===== config.mk =====
export PLATFORM = sky130hd
export DESIGN_NAME = fifo_stream_drain
export DESIGN_NICKNAME = d
export VERILOG_FILES = /design/src/rtl/fifo_stream_drain.sv
export SDC_FILE = /design/constraint.sdc
export NUM_CORES = 1
export LEC_CHECK = 0
export CORE_MARGIN = 2
export CORE_UTILIZATION = 51
export DETAILED_ROUTE_END_ITERATION = 10
export HOLD_SLACK_MARGIN = 0.03
export PLACE_DENSITY = 0.94
export SLEW_MARGIN = 20
export SYNTH_ARGS = -nofsm -noshare
export SYNTH_HDL_FRONTEND = slang
export SYNTH_SLANG_ARGS = --single-unit

===== constraint.sdc =====
create_clock -name clk -period 3.31 [get_ports clk]
set_input_delay 0.662 -clock clk [delete_from_list [all_inputs] [get_ports clk]]
set_output_delay 0.662 -clock clk [all_outputs]
set_load 0.01 [all_outputs]

===== src/rtl/fifo_stream_drain.sv =====
// fifo_stream_drain
//   Drains the read port of the width-converting sync FIFO (one-cycle read
//   latency) into a valid/ready stream. It uses a 2-entry prefetch buffer,
//   so the stream runs at one beat per cycle and no data is lost under
//   backpressure. A beat counter frames fixed-length bursts of BURST_LEN beats.
//
// Ports
//   clk, rst_n   rising-edge clock, asynchronous active-low reset
//   clr          synchronous flush, overrides everything else
//   fifo_rempty  FIFO empty flag
//   fifo_rd_en   FIFO read strobe
//   fifo_dout    FIFO read data, valid the cycle after an accepted read
//   m_valid, m_ready, m_data   output stream
//   m_last       final beat of the current burst
//   beat_cnt     index of the current beat within its burst
//   burst_done   one-cycle pulse after the last beat of a burst pops
module fifo_stream_drain #(
    parameter int unsigned DW        = 8,
    parameter int unsigned BURST_LEN = 4,
    localparam int unsigned CW       = (BURST_LEN > 1) ? $clog2(BURST_LEN) : 1
) (
    input  logic          clk,
    input  logic          rst_n,
    input  logic          clr,
    input  logic          fifo_rempty,
    output logic          fifo_rd_en,
    input  logic [DW-1:0] fifo_dout,
    output logic          m_valid,
    input  logic          m_ready,
    output logic [DW-1:0] m_data,
    output logic          m_last,
    output logic [CW-1:0] beat_cnt,
    output logic          burst_done
);

    localparam logic [CW-1:0] LAST_BEAT = CW'(BURST_LEN - 1);

    logic [1:0]    occ_q, occ_d;
    logic          inflight_q;
    logic          wr_ptr_q, rd_ptr_q;
    logic [DW-1:0] buf_q [2];
    logic [CW-1:0] beat_q, beat_d;
    logic          burst_done_q;
    logic          pop;
    logic [1:0]    credit;

    assign m_valid    = (occ_q != 2'd0);
    assign m_data     = buf_q[rd_ptr_q];
    assign pop        = m_valid && m_ready;
    assign m_last     = m_valid && (beat_q == LAST_BEAT);
    assign beat_cnt   = beat_q;
    assign burst_done = burst_done_q;

    // Words held plus the word in flight never exceed the two buffer slots.
    // A pop this cycle frees one slot, so a read may still be issued when the
    // credit count is already 2. This gives m_ready a combinational path to
    // fifo_rd_en.
    assign credit     = occ_q + {1'b0, inflight_q};
    assign fifo_rd_en = rst_n && !clr && !fifo_rempty && ((credit < 2'd2) || pop);

    always_comb begin
        occ_d  = occ_q + {1'b0, inflight_q} - {1'b0, pop};
        beat_d = beat_q;
        if (pop) begin
            beat_d = (beat_q == LAST_BEAT) ? '0 : beat_q + CW'(1);
        end
    end

    always_ff @(posedge clk or negedge rst_n) begin
        if (!rst_n) begin
            occ_q        <= 2'd0;
            inflight_q   <= 1'b0;
            wr_ptr_q     <= 1'b0;
            rd_ptr_q     <= 1'b0;
            buf_q[0]     <= '0;
            buf_q[1]     <= '0;
            beat_q       <= '0;
            burst_done_q <= 1'b0;
        end else if (clr) begin
            // Clearing inflight drops any word still returning from the FIFO.
            occ_q        <= 2'd0;
            inflight_q   <= 1'b0;
            wr_ptr_q     <= 1'b0;
            rd_ptr_q     <= 1'b0;
            beat_q       <= '0;
            burst_done_q <= 1'b0;
        end else begin
            occ_q        <= occ_d;
            inflight_q   <= fifo_rd_en;
            if (inflight_q) begin
                buf_q[wr_ptr_q] <= fifo_dout;
                wr_ptr_q        <= ~wr_ptr_q;
            end
            if (pop) begin
                rd_ptr_q <= ~rd_ptr_q;
            end
            beat_q       <= beat_d;
            burst_done_q <= pop && m_last;
        end
    end

endmodule


==> Word-level counts from Yosys, hierarchy flattened <==
Cells that the tools add are included.
{ "totals": {"mem_bits_ro": 0, "memories": 0, "ram_bits": 0, "output_inout_bits": 14, "ff_bits": 24, "latchBits": 0, "inputBits": 13} }
{ "op_classes": {"reduce_logical": 14, "muxes": 16, "n_eq_ne": 1, "multipliers": 0, "bitwise_logic": 5, "n_div": 0, "addsub": 3, "shifts": 0, "magnitude_cmp": 4} }
{ "ops": {"columns": ["cell", "count"], "rows": [
  ["$mux 8", 4],
  ["$bwmux 16", 1],
  ["$demux 8 s1", 1],
  ["$mux 2", 4],
  ["$logic_and 1x1->1", 7],
  ["$mux 1", 6],
  ["$reduce_bool 2->1", 3],
  ["$ge 2x2->1 const B", 2],
  ["$not 1->2", 2],
  ["$not 1->1", 3],
  ["$add 2x1->2", 1],
  ["$add 2x1->2 const B", 1],
  ["$eq 2x2->1 const B", 1],
  ["$logic_not 1->1", 2],
  ["$lt 2x1->1 const B", 1],
  ["$lt 2x2->1 const B", 1],
  ["$reduce_and 2->1", 1],
  ["$sub 2x1->2", 1],
  ["$logic_or 1x1->1", 1]
]} }

==> Logic depth before layout (Yosys ltp) <==
{ "depth": {"word_depth": 6, "depth_mapped": 4} }

==> Least setup slack after synthesis <==
OpenSTA, ideal clock, no wires.
{ "synth_path": {"path_kind": "input to output", "start": "input clr", "end": "output fifo_rd_en", "t_arrival_ns": 1.140, "cell_stages": 4, "path_slack_ns": 1.508, "cell_sequence": "buf_6 > nor2_1 > nand2_1 > a21oi_1"} }
{ "synth_via": {"elab_chain_cells": 4} }
{ "synth_rtl": {"columns": ["element", "line_no", "rtl"], "rows": [
  ["from (decl)", "24", "input logic clr,"],
  ["$logic_not 1->1", "59", "assign fifo_rd_en = rst_n && !clr && !fifo_rempty && ((credit < 2'd2) || pop);"],
  ["$logic_and 1x1->1 (3 in series)", "59", null],
  ["to (decl)", "26", "output logic fifo_rd_en,"]
]} }
Every way passes these cells.

==> Worst setup path in the final report <==
{ "layout_path": {"start": "input m_ready", "end": "output fifo_rd_en"} }
{ "layout_via": {"elab_chain_cells": 3} }
{ "layout_rtl": {"columns": ["element", "line_no", "rtl"], "rows": [
  ["from (decl)", "29", "input logic m_ready,"],
  ["$logic_and 1x1->1", "49", "assign pop = m_valid && m_ready;"],
  ["$logic_or 1x1->1", "59", null],
  ["$logic_and 1x1->1", "59", null]
]} }
Every way passes these cells.

==> impl_metrics.env <==
export IMPL_ant_nets=0
export IMPL_slew_violations=0
export IMPL_start_kind="input pin"
export IMPL_nets=123
export IMPL_drt_first_pass_iters=4
export IMPL_setup_tns_final_ns=0
export IMPL_synth_top_area_cell="dfrtp_1"
export IMPL_seq_area_um2=601
export IMPL_cp_buffers_inverters=2
export IMPL_cpMaxStageDelayCell="clkdlybuf4s50_1"
export IMPL_power_density_nw_per_um2=728
export IMPL_intPower_mw=0.701
export IMPL_vias=677
export IMPL_grt_max_degree=25
export IMPL_hold_class="reg2reg"
export IMPL_fmax_ghz=0.378
export IMPL_swShare=0.309
export IMPL_pwr_share_seq=0.440
export IMPL_rsz0062_at_grt="false"
export IMPL_antenna_found_initial=0
export IMPL_skew_ns=0.00547
export IMPL_vdd_drop_max_mv=0.520
export IMPL_grt_pass1_wl_mm=3.73
export IMPL_synth_edf_count=0
export IMPL_yosys_top_cells_area="dfrtp_1, mux2_2, xor2_1, ha_1, a21oi_1"
export IMPL_routed_wl_mm=2.05
export IMPL_yosys_area_top_type_share=0.556
export IMPL_area_delta_synth_final_pct=29.2
export IMPL_post_route_util=0.704
export IMPL_yosysWarnings=0
export IMPL_first_iter_violations=11
export IMPL_maxCapViolCount=0
export IMPL_min_path_cells=1
export IMPL_leakagePower_nw=0.632
export IMPL_hpwlAfterDp_mm=1.58
export IMPL_htree_levels=1
export IMPL_cts_tree="built"
export IMPL_yosysSeqAreaShare=0.556
export IMPL_placed_cells=130
export IMPL_power_switching_mw=0.314
export IMPL_num_antenna_cells=0
export IMPL_r2r_cells=2
export IMPL_syn_inst=77
export IMPL_hold_buffers=0
export IMPL_worstPathRequired_ns=2.65
export IMPL_timing_final_crit_share=0.799
export IMPL_ctsLongestPathBuffers=2
export IMPL_max_stage_delay_ns=0.55
export IMPL_crit_path_frequent_cell="clkdlybuf4s50_1"
export IMPL_p_clk_frac=0.120
export IMPL_clk_latency_ns=0.30
export IMPL_finalHoldViolCount=0
export IMPL_ys_async_sr_fraction=1.00
export IMPL_synth_main_ff_cell="dfrtp_1"
export IMPL_clockRootBuffer="clkbuf_4"
export IMPL_ys_ff_latch=24
export IMPL_multiInputGateArea_um2=463
export IMPL_synth_area_per_cell_um2=14.0
export IMPL_end_kind="output pin"
export IMPL_fp_dieH_um=50.0
export IMPL_cts_resized=0
export IMPL_design_die_area_um2=2500
export IMPL_worstSetupPathType="in2out"
export IMPL_cp_arrival_ns=1.98
export IMPL_rows=16
export IMPL_numPortBuffers=26
export IMPL_crit_fanout=10
export IMPL_viasPerCell=5.09
export IMPL_die_x_um=50.0
export IMPL_crit_family="buffers and inverters"
export IMPL_grt_use_total=0.198
export IMPL_clk_pin_slew_worst_paths_ns=0.12
export IMPL_core_area_um2=1980
export IMPL_drc=0
export IMPL_fin_crit_ns=2.65
export IMPL_io_pins=27
export IMPL_initial_core_util=0.545
export IMPL_gr_total_overflow=0
export IMPL_relSlewSlack=0.684
export IMPL_synth_common_cells="dfrtp_1, mux2_2, nor2_1"
export IMPL_gp_congestion=0.714
export IMPL_setup_viol=0
export IMPL_cp_depth=4
export IMPL_tightest_slew_ns=0.474
export IMPL_cts_inserted_buffers=3
export IMPL_fillers=126
export IMPL_fin_ws_ns=0.665
export IMPL_syn_area_um2=1080
export IMPL_place_ws_ns=0.664
export IMPL_synthDistinctLibCells=19
export IMPL_wl_per_cell_um=15.4
export IMPL_instances_no_fill=133
export IMPL_power_frac_comb=0.440
export IMPL_cp_cell_sequence="clkdlybuf4s50_1, o21ai_2, a21oi_1, clkdlybuf4s50_1"
export IMPL_drive_gt1_frac=0.311
export IMPL_grt_pass1_vias=820
export IMPL_cts_sinks=24
export IMPL_post_cts_setup_buffers=0
export IMPL_status="completed"
export IMPL_synth_nets=92
-- final cells by class --
class,instances,share of cell area
timing repair buffer,28,0.197
tap,27,0.0242
clock buffer,3,0.0161
multi-input combinational,51,0.332
sequential,24,0.430
-- cell usage in the layout (no fill, tap or decap), drive strengths merged --
master         instances
mux2                  24
or2                    1
xor2                   3
o21ai                  2
clkbuf                 3
ha                     2
mux2i                  1
buf                    2
nor3b                  2
clkdlybuf4s50         26
or3                    2
nor2                   5
and2                   1
nand3b                 1
a21oi                  4
dfrtp                 24
xnor2                  1
nand2                  2
-- sequential cells by signal, indices dropped and copies added, names as in the netlist --
signal      cells
rd_ptr_q        1
beat_cnt        2
occ_q           2
wr_ptr_q        1
burst_done      1
inflight_q      1
buf_q          16
-- path summary, 6_finish.rpt --
check / startpoint / end / slack (ns)
max: m_ready / fifo_rd_en / 0.66
min: buf_q[5] / buf_q[5] / 0.52
max reg2reg: wr_ptr_q / buf_q[9] / 1.90
min reg2reg: buf_q[5] / buf_q[5] / 0.52
max in group asynchronous: rst_n / inflight_q / 2.35
min in group asynchronous: rst_n / buf_q[5] / 0.74
-- layer usage --
layer  global-route usage  vias up  part of all wire
met5                    0        -                 0
met4               0.0556        0            0.0058
met3               0.0364        2             0.024
met2                0.353       13              0.56
met1                0.241      334              0.41
li1                     -      328                 -
-- power by group through the flow --
stage | registers [mW] | clock network, mW | logic [mW]
5_1_grt | 0.460 | 0.136 | 0.483
3_3_place_gp | 0.446 | 0 | 0.426
3_5_place_dp | 0.456 | 0 | 0.447
6_report | 0.447 | 0.122 | 0.447
2_1_floorplan | 0.425 | 0 | 0.263
4_1_cts | 0.449 | 0.126 | 0.452
-- worst reg2reg max path: cells and delay by family, from the launching register on --
family           cells  cell delay, ns
muxes                1            0.40
DFF                  1            0.46
and+or+nand+nor      1            0.45
-- through the flow --
stage / hold slack (ns) / power, mW / area (um^2)
finish: 0.518 / 1.02 / 1400
floorplan: 0.366 / 0.688 / 1080
detailed placement: 0.490 / 0.903 / 1370
global placement: 0.481 / 0.872 / 1370
CTS: 0.518 / 1.03 / 1400
global route: 0.540 / 1.08 / 1400
-- logic make-up (layout without fill, tap and decap cells) --
kind of cell / Yosys count / count (layout) / share of synthesized area
xor+xnor: 4 / 4 / 0.0325
mux: 25 / 25 / 0.260
simple gates: 14 / 14 / 0.0823
fa+ha+maj: 2 / 2 / 0.0232
flops: 24 / 24 / 0.556
compound gates: 6 / 6 / 0.0313
buf+inv: 2 / 31 / 0.0151
(Power assumes the default switching activity.)
==> variant 1 (same flow settings) <==
`DW`: 8 -> 10.
--- a/src/rtl/fifo_stream_drain.sv
+++ b/src/rtl/fifo_stream_drain.sv
@@ -15,7 +15,7 @@
 //   beat_cnt     index of the current beat within its burst
 //   burst_done   one-cycle pulse after the last beat of a burst pops
 module fifo_stream_drain #(
-    parameter int unsigned DW        = 8,
+    parameter int unsigned DW        = 10,
     parameter int unsigned BURST_LEN = 4,
     localparam int unsigned CW       = (BURST_LEN > 1) ? $clog2(BURST_LEN) : 1
 ) (
Interface: changed (resized fifo_dout and m_data); port bits go from 27 to 31. The function was not compared with the original's and may differ.
==> variant 1 against the original RTL <==
Worst setup slack worse by 0.20 ns. Highest routed layer unchanged. Via count up 20%. Wire length up 17%. Sequential cell count up 4. Total power up 25%. Non-clock buffer count up 4. Synthesized area up 22%. Core utilization down 1.8 points. Combinational power up 16%. Design area up 21%.
==> variant 1: results (changes against the original RTL) <==
- The part of the Yosys area used for sequential elements is 0.533 (was 0.556).
- The worst reg-to-reg path cell count was 4 (was 2).
- The via count of the first global-routing pass was 894 (was 820).
- The endpoint arrival time on the critical path is 2.18 ns (was 1.98 ns).
- The length of routed wiring on met1 is 1080 um (was 842 um).
- The final RePlAce weighted congestion was 0.722 (was 0.714).
- The post-layout instance count excluding filler cells is 151 (was 133).
- The number of instances in the synthesized netlist is 89 (was 77).
- The number of nets produced by synthesis is 106 (was 92).
- The combined global-route utilization of all metal layers is 0.184 (was 0.198).
- The clock latency on the worst-skew pair was 0.33 ns (was 0.30 ns).
- The iteration-0 DRC count of the detailed router is 3 (was 11).
- The xor/xnor cell area share of the yosys netlist is 0.0267 (was 0.0324).
- The final antenna diode count was 0 (unchanged).
- The detailed route wirelength on metal3 is 114 um (was 50 um).
- The net count of the finished layout is 139 (was 123).
- The global-route wire length before repair is 3870 um (was 3730 um).
- The count of fill cells added during filler insertion was 190 (was 126).
- The average detailed-routed wire length per instance is 15.9 um (was 15.4 um).
- The worst clock skew is 0.00138 ns (was 0.00547 ns).
- The count of TritonRoute iterations in the first routing pass is 2 (was 4).
- The post-synthesis async set-or-reset flop share is 1.00 (unchanged).
- The initial antenna violation count is 0 (unchanged).
- The static leakage is 0.806 nW (was 0.632 nW).
- The fraction of the mapped netlist area in compound gates is 0.0314 (was 0.0313).
- The flip-flop count of the largest register, all copies and words added was 20 (was 16).
- Outcome: finished clean (unchanged).
- The number of buffers inserted by post-CTS setup repair is 0 (unchanged).
- Top post-synthesis cells by area: dfrtp_1 53%, mux2_4 11%, mux2_1 8.6% (was dfrtp_1 56%, mux2_2 25%, xor2_1 2.4%).
- The wire length on met2 is 1190 um (was 1150 um).
- The number of distinct library cell variants in the gate-level netlist after synthesis is 22 (was 19).
- The HPWL after detailed placement is 1730 um (was 1580 um).
- The fraction of synthesized area in multiplexers is 0.293 (was 0.260).
- The largest voltage drop on the vdd net is 0.542 mV (was 0.520 mV).
- The worst-margin pin slew came to 0.513 ns (was 0.474 ns).
- The post-synthesis share of cell area spent on full adders, half adders and majority gates is 0.0190 (was 0.0232).
- The clock-pin slew reported for the worst setup and hold paths after clock tree synthesis is 0.15 ns (was 0.12 ns).
- The number of buffer cells added on primary ports is 30 (was 26).
- Commonest cells in the synthesized netlist: 28 x dfrtp_1, 10 x mux2_1, 10 x mux2_2, 10 x mux2_4, 5 x nor2_1 (was 24 x dfrtp_1, 24 x mux2_2, 5 x nor2_1, 4 x a21oi_1, 3 x xor2_1).
variant 1: changes by cell type in the layout (fill, tap and decap cells not counted), sizes merged:
cell	change
clkdlybuf4s50	+4
mux2	+6
bufinv	+1
dfrtp	+4
variant 1: worst max-delay path: stages:
cell and delay, ns:
clkdlybuf4s50_1 0.58, nor2_1 0.17, nand2_1 0.08, a21oi_1 0.13, clkdlybuf4s50_1 0.56
variant 1: report_power, final:
part	leakage (nW)	switching (W)	internal, W
sequential	0.363	0.0000871	0.000444
clock	0.0279	0.000100	0.000123
combinational	0.415	0.000185	0.000333
total	0.806	0.000372	0.000900
variant 1: path summary, 6_finish.rpt:
path	from	to	slack, ns
max	clr	fifo_rd_en	0.47
min	buf_q[11]	buf_q[11]	0.51
max reg2reg	inflight_q	occ_q[1]	1.90
min reg2reg	buf_q[11]	buf_q[11]	0.51
max in group asynchronous	rst_n	wr_ptr_q	2.28
min in group asynchronous	rst_n	buf_q[2]	0.79
variant 1: layout make-up:
| type | instances | area, sq um | share of cell area |
|---|---|---|---|
| tap | 30 | 37.5 | 0.0223 |
| multi-input combinational | 57 | 578 | 0.343 |
| clock buffer | 3 | 22.5 | 0.0134 |
| timing repair buffer | 32 | 315 | 0.187 |
| clock inverter | 1 | 30.0 | 0.0178 |
| sequential | 28 | 701 | 0.416 |
variant 1: per-layer routing:
layer / track usage / vias to the layer above
met4: 0.0500 / 0
met5: 0 / -
li1: - / 373
met3: 0.0355 / 2
met2: 0.313 / 26
met1: 0.236 / 409
variant 1: stage by stage:
step	util	power, W	worst slack (ns)
after floorplan	-	0.000810	1.51
after global placement	0.665	0.00103	0.522
after detailed placement	0.665	0.00106	0.473
after CTS	0.686	0.00128	0.460
after global routing	0.686	0.00134	0.352
final	0.686	0.00127	0.468
==> variant 2 (same settings) <==
Without the edit above. Make the reset (`rst_n`) synchronous in one clocked block. Comments in the files are not updated.
--- a/src/rtl/fifo_stream_drain.sv
+++ b/src/rtl/fifo_stream_drain.sv
@@ -66,7 +66,7 @@
         end
     end
 
-    always_ff @(posedge clk or negedge rst_n) begin
+    always_ff @(posedge clk) begin
         if (!rst_n) begin
             occ_q        <= 2'd0;
             inflight_q   <= 1'b0;
Formal check against the unedited RTL: differs if rst_n is asserted again (counterexample within 4 cycles, from zero or initial values and one cycle with rst_n low); with rst_n held inactive, the same outputs for 10 cycles.
==> variant 2 against the original RTL <==
Worst setup slack worse by 0.31 ns. Synthesized area up 5.4%. Wire length down 12%. Design area up 4.0%. Sequential cell count up 1. Critical path depth unchanged. Die area up 5.0%.
Power is not compared: it rests on default switching activity, and its combinational part moved more than twofold at a synthesized area within 25%.
==> variant 2: results (changes against the original RTL) <==
- Outcome: finished clean (unchanged).
- The worst slack after detailed placement is 0.397 ns (was 0.664 ns).
- The iteration-0 DRC count of the detailed router is 12 (was 11).
- The post-synthesis async set-or-reset flop share is 0 (was 1.00).
- The net count of the finished layout is 130 (was 123).
- The final RePlAce weighted congestion is 0.665 (was 0.714).
- The part of the Yosys area used for sequential elements came to 0.580 (was 0.556).
- Commonest cells in the synthesized netlist: 17 x and2_1, 16 x edfxtp_1, 9 x dfxtp_1, 8 x mux2_2 (was 24 x dfrtp_1, 24 x mux2_2, 5 x nor2_1, 4 x a21oi_1, 3 x xor2_1).
- The post-layout instance count excluding filler cells came to 141 (was 133).
- The number of buffer cells added on primary ports is 26 (unchanged).
- The largest voltage drop on the vdd net is 0.242 mV.
- The type of the tightest min-delay check was flop to flop (unchanged).
- The post-cts repair resize count is 0 (unchanged).
- The number of enable flip-flop cells after synthesis was 16 (was 0).
- The via count of the first global-routing pass is 714 (was 820).
- The most flop-heavy register is buf_q (unchanged).
- The worst clock skew was 0.00431 ns (was 0.00547 ns).
- The maximum number of pins on one net before global-route repair is 14 (was 25).
- Clock latency on the worst-skew pair, taken at its later pin, is 0.31 ns.
- The vias after detailed routing came to 702 (was 677).
- The fraction of layout instances using a drive strength above 1 was 0.133 (was 0.311).
- The worst slew slack as a fraction of its limit is 0.728 (was 0.684).
- The number of buffers inserted during clock tree synthesis is 3 (unchanged).
- The number of nets produced by synthesis is 101 (was 92).
- The largest buffer count on any clock path is 2 (unchanged).
- Top post-synthesis cells by area: edfxtp_1 42%, dfxtp_1 16%, and2_1 9.3% (was dfrtp_1 56%, mux2_2 25%, xor2_1 2.4%).
- The count of TritonRoute iterations in the first routing pass was 4 (unchanged).
- The H-tree depth is 1 (unchanged).
- The initial antenna violation count is 0 (unchanged).
- The analysis attributes to cell leakage a power of 0.544 nW.
- The number of buffers inserted by post-CTS setup repair was 0 (unchanged).
- The highest net fanout along the worst path is 9 (was 10).
- The global-route wire length before repair is 2990 um (was 3730 um).
- The standard cell area after detailed placement is 0.00143 sq mm (was 0.00137 sq mm).
- The HPWL after detailed placement is 1300 um (was 1580 um).
- The endpoint arrival time on the critical path was 2.29 ns (was 1.98 ns).
- The final antenna diode count is 0 (unchanged).
- The root buffer cell is clkbuf_4 (unchanged).
- The number of synthesis warnings is 0 (unchanged).
- The overall routed net length came to 1810 um (was 2050 um).
- The count of fill cells added during filler insertion is 178 (was 126).
- The synthesized area per cell is 13.4 sq um (was 14.0 sq um).
- The number of distinct library cell variants in the gate-level netlist after synthesis came to 25 (was 19).
- The combined global-route utilization of all metal layers is 0.158 (was 0.198).
- The clock-pin slew reported for the worst setup and hold paths after clock tree synthesis is 0.12 ns (about the same).
- The number of cells after detailed placement came to 137 (was 130).
- The flip-flop count of the largest register, all copies and words added is 16 (unchanged).
[variant 2: worst paths after layout]
check | start | endpoint | slack, ns | cells after the start
worst max register to register | inflight_q | buf_q[1][2] | 1.78 | 2
worst min-delay path | rd_ptr_q | flop | 0.53 | 2
worst min register to register | rd_ptr_q | flop | 0.53 | 2
worst max-delay path | clr | fifo_rd_en | 0.36 | 4
[variant 2: final cells by class]
type	instances	area, sq um	share of cell area
Sequential cell	25	661	0.455
Tap cell	28	35.0	0.0241
Multi-Input combinational cell	54	450	0.310
Timing Repair Buffer	27	268	0.184
Inverter	3	11.3	0.00776
Clock buffer	4	26.3	0.0181
[variant 2: cells by family after synthesis]
family / after synthesis / synth area share
AND/OR/NAND/NOR: 33 / 0.192
XOR/XNOR: 3 / 0.0352
flip-flops: 25 / 0.580
AO/OA/AOI/OAI: 3 / 0.0209
multiplexers: 12 / 0.114
adder cells (fa/ha/maj): 3 / 0.0330
buffers and inverters: 6 / 0.0242
[variant 2: critical path, cell delays in order]
cell,delay [ns]
clkdlybuf4s50_1,0.51
nand2b_1,0.28
a211oi_1,0.25
clkdlybuf4s50_1,0.58
[variant 2: per-layer routing]
metal / GRT usage / routed length [um] / up-vias
li1: - / - / 358
met3: 0.0263 / 82 / 2
met4: 0.0658 / 10 / 0
met1: 0.198 / 824 / 322
met5: 0 / 0 / -
met2: 0.268 / 886 / 20
[variant 2: through the flow]
step / util / total power (W)
global route: 0.669 / 0.000556
detailed placement: 0.657 / 0.000407
CTS: 0.669 / 0.000534
global placement: 0.657 / 0.000405
finish: 0.669 / 0.000530
floorplan: - / 0.000374
[variant 2: where the power goes]
part           total (W)  internal, W  switching (W)
clock network   0.000131    0.0000470      0.0000840
logic          0.0000554    0.0000341      0.0000213
registers       0.000344     0.000340     0.00000384
